[config.mk]
export PLATFORM = sky130hd
export DESIGN_NAME = mem_access_stage
export DESIGN_NICKNAME = d
export VERILOG_FILES = /design/src/rtl/mem_access_stage.sv
export SDC_FILE = /design/constraint.sdc
export NUM_CORES = 1
export LEC_CHECK = 0
export CORE_AREA = 2 2 125 127
export CTS_CLUSTER_SIZE = 24
export DETAILED_ROUTE_END_ITERATION = 8
export DIE_AREA = 0 0 127 129
export DONT_BUFFER_PORTS = 1
export HOLD_SLACK_MARGIN = 0.15
export SLEW_MARGIN = 20
export SYNTH_ARGS = -nofsm -noshare
export SYNTH_HDL_FRONTEND = slang
export SYNTH_SLANG_ARGS = --single-unit
export TNS_END_PERCENT = 5
[constraint.sdc]
create_clock -name clk -period 2.2 [get_ports clk]
set_clock_uncertainty 0.15 [all_clocks]
set_input_delay 0.44 -clock clk [delete_from_list [all_inputs] [get_ports clk]]
set_output_delay 0.44 -clock clk [all_outputs]
set_load 0.02 [all_outputs]
[src/rtl/mem_access_stage.sv]
// mem_access_stage: MIPS MEM pipeline stage.
//   Takes the EX/MEM latch, runs data-memory accesses over a req/ack
//   handshake, resolves conditional branches and produces the MEM/WB latch.
//   out_alu is the EX-stage MEM-forwarding source.
// Ports:
//   clk, reset (async, active-low)
//   in_pc_branch, in_alu, in_reg2, in_write_reg, zero_flag, neg_flag  - EX/MEM latch
//   memory_bus  : [0] rd, [1] wr, [2] beq, [3] bne, [5:4] size, [6] unsigned, [7] unused
//   writeBack_bus : [0] reg_write, [1] mem_to_reg
//   dmem_req/we/addr/wdata/ack/rdata - data-memory port
//   stall, pc_src, out_pc_branch, misaligned
//   out_read_data, out_alu, out_write_reg, writeBack_bus_out - MEM/WB latch
// Byte-lane logic assumes a 32-bit datapath (four byte lanes).
module mem_access_stage #(
    parameter int len = 32,
    parameter int NB  = $clog2(len)
) (
    input  logic           clk,
    input  logic           reset,
    input  logic [len-1:0] in_pc_branch,
    input  logic [len-1:0] in_alu,
    input  logic [len-1:0] in_reg2,
    input  logic [NB-1:0]  in_write_reg,
    input  logic           zero_flag,
    input  logic           neg_flag,
    input  logic [7:0]     memory_bus,
    input  logic [1:0]     writeBack_bus,
    output logic           dmem_req,
    output logic [3:0]     dmem_we,
    output logic [len-1:0] dmem_addr,
    output logic [len-1:0] dmem_wdata,
    input  logic           dmem_ack,
    input  logic [len-1:0] dmem_rdata,
    output logic           stall,
    output logic           pc_src,
    output logic [len-1:0] out_pc_branch,
    output logic           misaligned,
    output logic [len-1:0] out_read_data,
    output logic [len-1:0] out_alu,
    output logic [NB-1:0]  out_write_reg,
    output logic [1:0]     writeBack_bus_out
);

    localparam logic [1:0] IDLE = 2'd0;
    localparam logic [1:0] WAIT = 2'd1;
    localparam logic [1:0] DONE = 2'd2;

    logic [1:0]     state, state_next;
    logic [len-1:0] rdata_q;
    logic [len-1:0] load_data;
    logic [3:0]     lanes;
    logic           mem_read, mem_write, is_write, mem_op;
    logic           is_byte, is_half, is_word;
    logic           mis, go, busy, sext;
    logic [7:0]     rd_byte;
    logic [15:0]    rd_half;
    logic           unused_ok;

    assign unused_ok = ^{neg_flag, memory_bus[7]};

    assign mem_read  = memory_bus[0];
    assign mem_write = memory_bus[1];
    assign is_write  = mem_write & ~mem_read;   // read wins when both are set
    assign mem_op    = mem_read | mem_write;
    assign is_byte   = (memory_bus[5:4] == 2'b00);
    assign is_half   = (memory_bus[5:4] == 2'b01);
    assign is_word   = ~is_byte & ~is_half;     // 10 and 11 both mean word
    assign sext      = ~memory_bus[6];

    assign mis  = (is_half & in_alu[0]) | (is_word & (|in_alu[1:0]));
    assign go   = mem_op & ~mis;
    assign busy = ((state == IDLE) & go) | (state == WAIT);

    // Gated by reset so the request and stall drop the instant reset asserts,
    // even though upstream may still be presenting the memory op.
    assign dmem_req = reset & busy;
    assign stall    = reset & busy;

    assign pc_src        = (memory_bus[2] & zero_flag) | (memory_bus[3] & ~zero_flag);
    assign out_pc_branch = in_pc_branch;
    assign dmem_addr     = {in_alu[len-1:2], 2'b00};

    always_comb begin
        lanes      = '0;
        dmem_wdata = in_reg2;
        if (is_byte) begin
            lanes      = 4'b0001 << in_alu[1:0];
            dmem_wdata = {4{in_reg2[7:0]}};
        end else if (is_half) begin
            lanes      = 4'b0011 << {in_alu[1], 1'b0};
            dmem_wdata = {2{in_reg2[15:0]}};
        end else begin
            lanes      = 4'b1111;
        end
    end

    assign dmem_we = (is_write & dmem_req) ? lanes : 4'b0000;

    // Lane extraction works on the captured word; in_alu is held stable by
    // upstream for the whole access, so it still selects the right lane in DONE.
    always_comb begin
        rd_byte   = rdata_q[{in_alu[1:0], 3'b000} +: 8];
        rd_half   = in_alu[1] ? rdata_q[31:16] : rdata_q[15:0];
        load_data = rdata_q;
        if (is_byte)
            load_data = {{(len-8){sext & rd_byte[7]}}, rd_byte};
        else if (is_half)
            load_data = {{(len-16){sext & rd_half[15]}}, rd_half};
    end

    always_comb begin
        state_next = state;
        case (state)
            IDLE:    if (go) state_next = dmem_ack ? DONE : WAIT;
            WAIT:    if (dmem_ack) state_next = DONE;
            DONE:    state_next = IDLE;
            default: state_next = IDLE;
        endcase
    end

    always_ff @(posedge clk or negedge reset) begin
        if (!reset) begin
            state   <= IDLE;
            rdata_q <= '0;
        end else begin
            state <= state_next;
            if (busy && dmem_ack)
                rdata_q <= dmem_rdata;
        end
    end

    always_ff @(posedge clk or negedge reset) begin
        if (!reset) begin
            out_read_data     <= '0;
            out_alu           <= '0;
            out_write_reg     <= '0;
            writeBack_bus_out <= '0;
            misaligned        <= 1'b0;
        end else begin
            misaligned <= (state == IDLE) & mem_op & mis;
            if (state == DONE) begin
                out_alu           <= in_alu;
                out_write_reg     <= in_write_reg;
                writeBack_bus_out <= writeBack_bus;
                out_read_data     <= mem_read ? load_data : '0;
            end else if (busy) begin
                writeBack_bus_out <= '0;
            end else begin
                // No access issued: plain ALU pass-through, or a misaligned op
                // retired as a bubble.
                out_alu           <= in_alu;
                out_write_reg     <= in_write_reg;
                writeBack_bus_out <= mem_op ? 2'b00 : writeBack_bus;
                out_read_data     <= '0;
            end
        end
    end

endmodule

==> flow_results.org <==
** Outcome
- Outcome :: complete, but fails checks
- Violated checks :: hold timing, setup timing

** Placement
- Dpl hpwl :: 10470 um
- At the placement stage, the worst setup path has a slack of 59.47 ps.
- Counting tap cells, the placed design contains a total of 554 instances.
- Count of buffers inserted at the top-level ports :: 0
- Global placement routability congestion :: 0.8530

** Power and ir drop
- Combinational cell fraction of total power :: 18.1%
- Total Power :: 5.736 mW
- Of the total power, the share spent switching nets is 30.00%.
- Internal power comes to 4.015 mW.
- For this design the static power due to leakage is 2.843 nW.
- Of the total power, the clock network draws 32.0%.
- Sequential cells account for 49.9% of the total power.
- Maximum VDD drop :: 0.0005639 V
- Psw :: 1.721 mW
- In this run the power density over the cells is 886.7 nW/um2.

** Layout
- Leaving out filler cells and counting taps, the final layout contains 649.
- Compared with the post-synthesis result, the final layout area differs by 14.43%.
- NumNets Final :: 602
- In the final layout, the registers with the most flip-flops are out_alu (32), out_read_data (32), rdata_q (32).
- Share of final-layout standard cells stronger than drive strength 1 :: 26.14%

** Hold path
- Worst min-delay path category :: in2async

** STA
- After layout, the worst setup slack is -25.65 ps.
- Fin. Hold Viols :: 106
- Min Hold Slack :: -370.7 ps
- Worst slew margin relative to its limit :: 46.33%
- The worst path uses 101.2% of the clock period.
- Setup violators final :: 3
- Number of slew-limit violations in the final report :: 0
- RSZ-0062 raised after global routing :: true
- Clock period minus worst slack :: 2226 ps
- Timing would allow up to 449.3 MHz.
- Slew @ Worst Pin :: 804.2 ps

** Die
- The region available for standard cell placement spans 14980 um2.
- The die covers 16380 um2.
- In this run the count of I/O pins placed on the die edge is 323.
- The floorplan has 45 rows.
- Initial Utilization :: 37.74%
- In this run the vertical extent of the chip is 129 um.
- Die Span X :: 127 um

** Clock network
- Root Buffer Master :: sky130_fd_sc_hd__clkbuf_16
- Number of levels the H-tree was split into :: 3
- No sink is reached through more buffers than the 2 on the longest clock path.
- Number of CTS-inserted buffers :: 9
- Clock tree from TritonCTS :: built
- For the worst-skew pair, the clock arrives at the later sink with an insertion delay of 350 ps.
- The tree built by TritonCTS fans out to 106 sinks.
- CTS clock-pin slew for the worst setup and hold paths :: 70 ps

** Global route
- In this run the most used layer during global routing was met2.
- Largest net degree at the start of global routing :: 109
- Number of global-route vias before repair :: 3670
- Global routing met3 resource utilization :: 6.985%
- Global-route wire length before repair :: 21850 um
- Global Route Usage Sum :: 17.58%
- Overall overflow remaining after global route :: 0
- Global routing consumed, on the met1 layer, 22.78% of the routing resources.
- Global routing consumed, on the met2 layer, 26.85% of the routing resources.
- The number of antenna violations at the first check in global routing came to 2.

** Route
- DRC errors left :: 0
- Via-per-instance ratio :: 5.618
- Detailed router's first-iteration violation count :: 249
- The count of nets left with antenna violations once routing finished came out at 0.
- Drt wl/cell :: 22.82 um
- The routed layout has 3646 vias.
- Wires add up to 14810 um.
- Drt pass-1 iters :: 6

** Logic synthesis
- Yosys cell types :: 41
- Number of enable flip-flop cells after synthesis :: 0
- The cell count after synthesis came out at 451.
- The mapped netlist covers 5653 um2.
- Synth Area per Inst :: 12.53 um2
- The most used flip-flop cell after synthesis is sky130_fd_sc_hd__dfrtp_1.
- Count of yosys warnings during synthesis :: 0
- Share of the synthesized area in the top cell type :: 46.92%
- Top cells by count, synth :: sky130_fd_sc_hd__dfrtp_1 (106), sky130_fd_sc_hd__buf_4 (76), sky130_fd_sc_hd__mux2_2 (43), sky130_fd_sc_hd__mux2_4 (28), sky130_fd_sc_hd__mux2i_1 (23)
- For this run, the register share of the synthesized area comes to 46.92%.
- Most common cell in the synthesized netlist :: sky130_fd_sc_hd__dfrtp_1
- Async set-reset flop share out of synthesis :: 100.0%
- Largest cells by area after synthesis :: sky130_fd_sc_hd__dfrtp_1 (47%), sky130_fd_sc_hd__buf_4 (10%), sky130_fd_sc_hd__mux2_2 (8.6%)
- Summed over all instances, the cell type with the most area after synthesis is sky130_fd_sc_hd__dfrtp_1.
- Total of flip-flops plus latches after synthesis :: 106

** Worst setup path
- The worst setup path is launched from a flop.
- The critical path starts at state[0].
- Maximum net fanout on the critical path :: 4
- Dominant delay contributor by cell family on the critical path :: simple AND/OR/NAND/NOR gates
- Crit Reg-Reg Startpoint :: state[0]
- Required time at the endpoint of the critical path :: 1610 ps
- Critical setup path kind :: reg2out
- Capture point of the worst reg-to-reg path :: out_write_reg[1]
- Worst-path cell chain :: a21oi_4, or4_4, a21oi_4
- In this design, the stage delay of the slowest critical-path cell is 570 ps.
- Worst reg2reg path depth :: 5
- The worst register-to-register path has a setup slack of 200 ps.
- The number of buffers and inverters on the critical path is 0.
- Among all stages on the critical path, the largest delay is contributed by sky130_fd_sc_hd__or4_4.
- Dominant cell type by count on the critical path :: sky130_fd_sc_hd__a21oi_4
- Last element of the critical path :: dmem_we[1]
- Data arrival time of the critical path :: 1640 ps
- STA classifies the critical path endpoint as a primary output.
- The critical path runs through a total of 3 cells.

** Run
- Max-cap violation count :: 0
-- layout make-up --
| type | count | area (um2) |
|---|---|---|
| timing repair buffer | 90 | 898.4 |
| tap | 188 | 235.2 |
| sequential | 106 | 2654 |
| inverter | 10 | 37.54 |
| multi-input combinational | 237 | 2297 |
| fill | 1385 | 8508 |
| clock buffer | 10 | 229.0 |
| clock inverter | 6 | 112.6 |
| antenna | 2 | 5.005 |
-- kinds of logic (layout without fill, tap and decap cells) --
logic type	count (synthesis)	in the layout	synth area share (%)
flip-flops	106	106	46.92
AND/OR/NAND/NOR	35	35	3.497
other	1	4	0.06634
buffers and inverters	109	116	13.52
multiplexers	110	110	23.46
AO/OA/AOI/OAI	90	90	12.53
-- metrics by stage --
stage	TNS (ps)	utilization, %	instance area (um2)
floorplan	-125.4	-	5702
global placement	0	35.69	5345
detailed placement	0	35.69	5345
CTS	-114.1	43.07	6450
global route	-225.4	43.19	6469
finish	-44.62	43.19	6469
-- power by group through the flow --
stage | sequential, mW | clock (mW) | combinational (mW)
2_1_floorplan | 2.72 | 0 | 1.03
3_3_place_gp | 2.87 | 0 | 0.885
3_5_place_dp | 2.89 | 0 | 0.914
4_1_cts | 2.85 | 1.88 | 1.04
5_1_grt | 2.90 | 1.97 | 1.12
6_report | 2.86 | 1.83 | 1.04
-- worst min-delay path by stage --
stage,from,to,slack [ps],cells past startpoint
3_3_place_gp,reset,out_alu[14],-3,0
2_1_floorplan,reset,misaligned,-6,0
6_report,reset,writeBack_bus_out[1],-370,0
4_1_cts,reset,rdata_q[0],-390,0
5_1_grt,reset,rdata_q[0],-400,0
3_5_place_dp,reset,out_alu[16],-4,0
-- cells in the final DEF (no fill, tap or decap), types with 9 or more instances in the layout --
| cell | Yosys | final |
|---|---|---|
| sky130_fd_sc_hd__buf_4 | 76 | 13 |
| sky130_fd_sc_hd__dlygate4sd3_1 | 0 | 74 |
| sky130_fd_sc_hd__mux2i_1 | 23 | 23 |
| sky130_fd_sc_hd__dfrtp_1 | 106 | 105 |
| sky130_fd_sc_hd__nand2_1 | 10 | 10 |
| sky130_fd_sc_hd__inv_1 | 9 | 9 |
| sky130_fd_sc_hd__o32ai_1 | 9 | 9 |
| sky130_fd_sc_hd__a21oi_1 | 13 | 11 |
| sky130_fd_sc_hd__mux2_4 | 28 | 28 |
| sky130_fd_sc_hd__a22o_1 | 15 | 15 |
| sky130_fd_sc_hd__a221o_1 | 16 | 16 |
| sky130_fd_sc_hd__mux2_1 | 15 | 15 |
| sky130_fd_sc_hd__clkbuf_16 | 0 | 9 |
| sky130_fd_sc_hd__mux2_2 | 43 | 43 |
-- worst reg2reg max path: cells and delay by family (launching register included) --
| family | cells | cell delay (ps) |
|---|---|---|
| buffers and inverters | 1 | 210 |
| muxes | 1 | 360 |
| DFF | 1 | 440 |
| and+or+nand+nor | 3 | 720 |
-- layer usage --
layer	vias to the layer above	share of wire (%)	routed length, um
met4	0	2.2	323
met2	156	48	7165
met5	-	0	0
met3	29	8.6	1277
li1	1590	-	-
met1	1871	41	6046
-- timing repair --
item                                    in CTS  in global routing
setup buffers                                3                  0
gates resized for setup                      4                  1
endpoints found under the hold margin      179                107
hold buffers                                73                  1
pin swaps                                    2                  0
endpoints found under the setup margin       6                 22
Note: power is estimated with default switching activity, not from simulation.
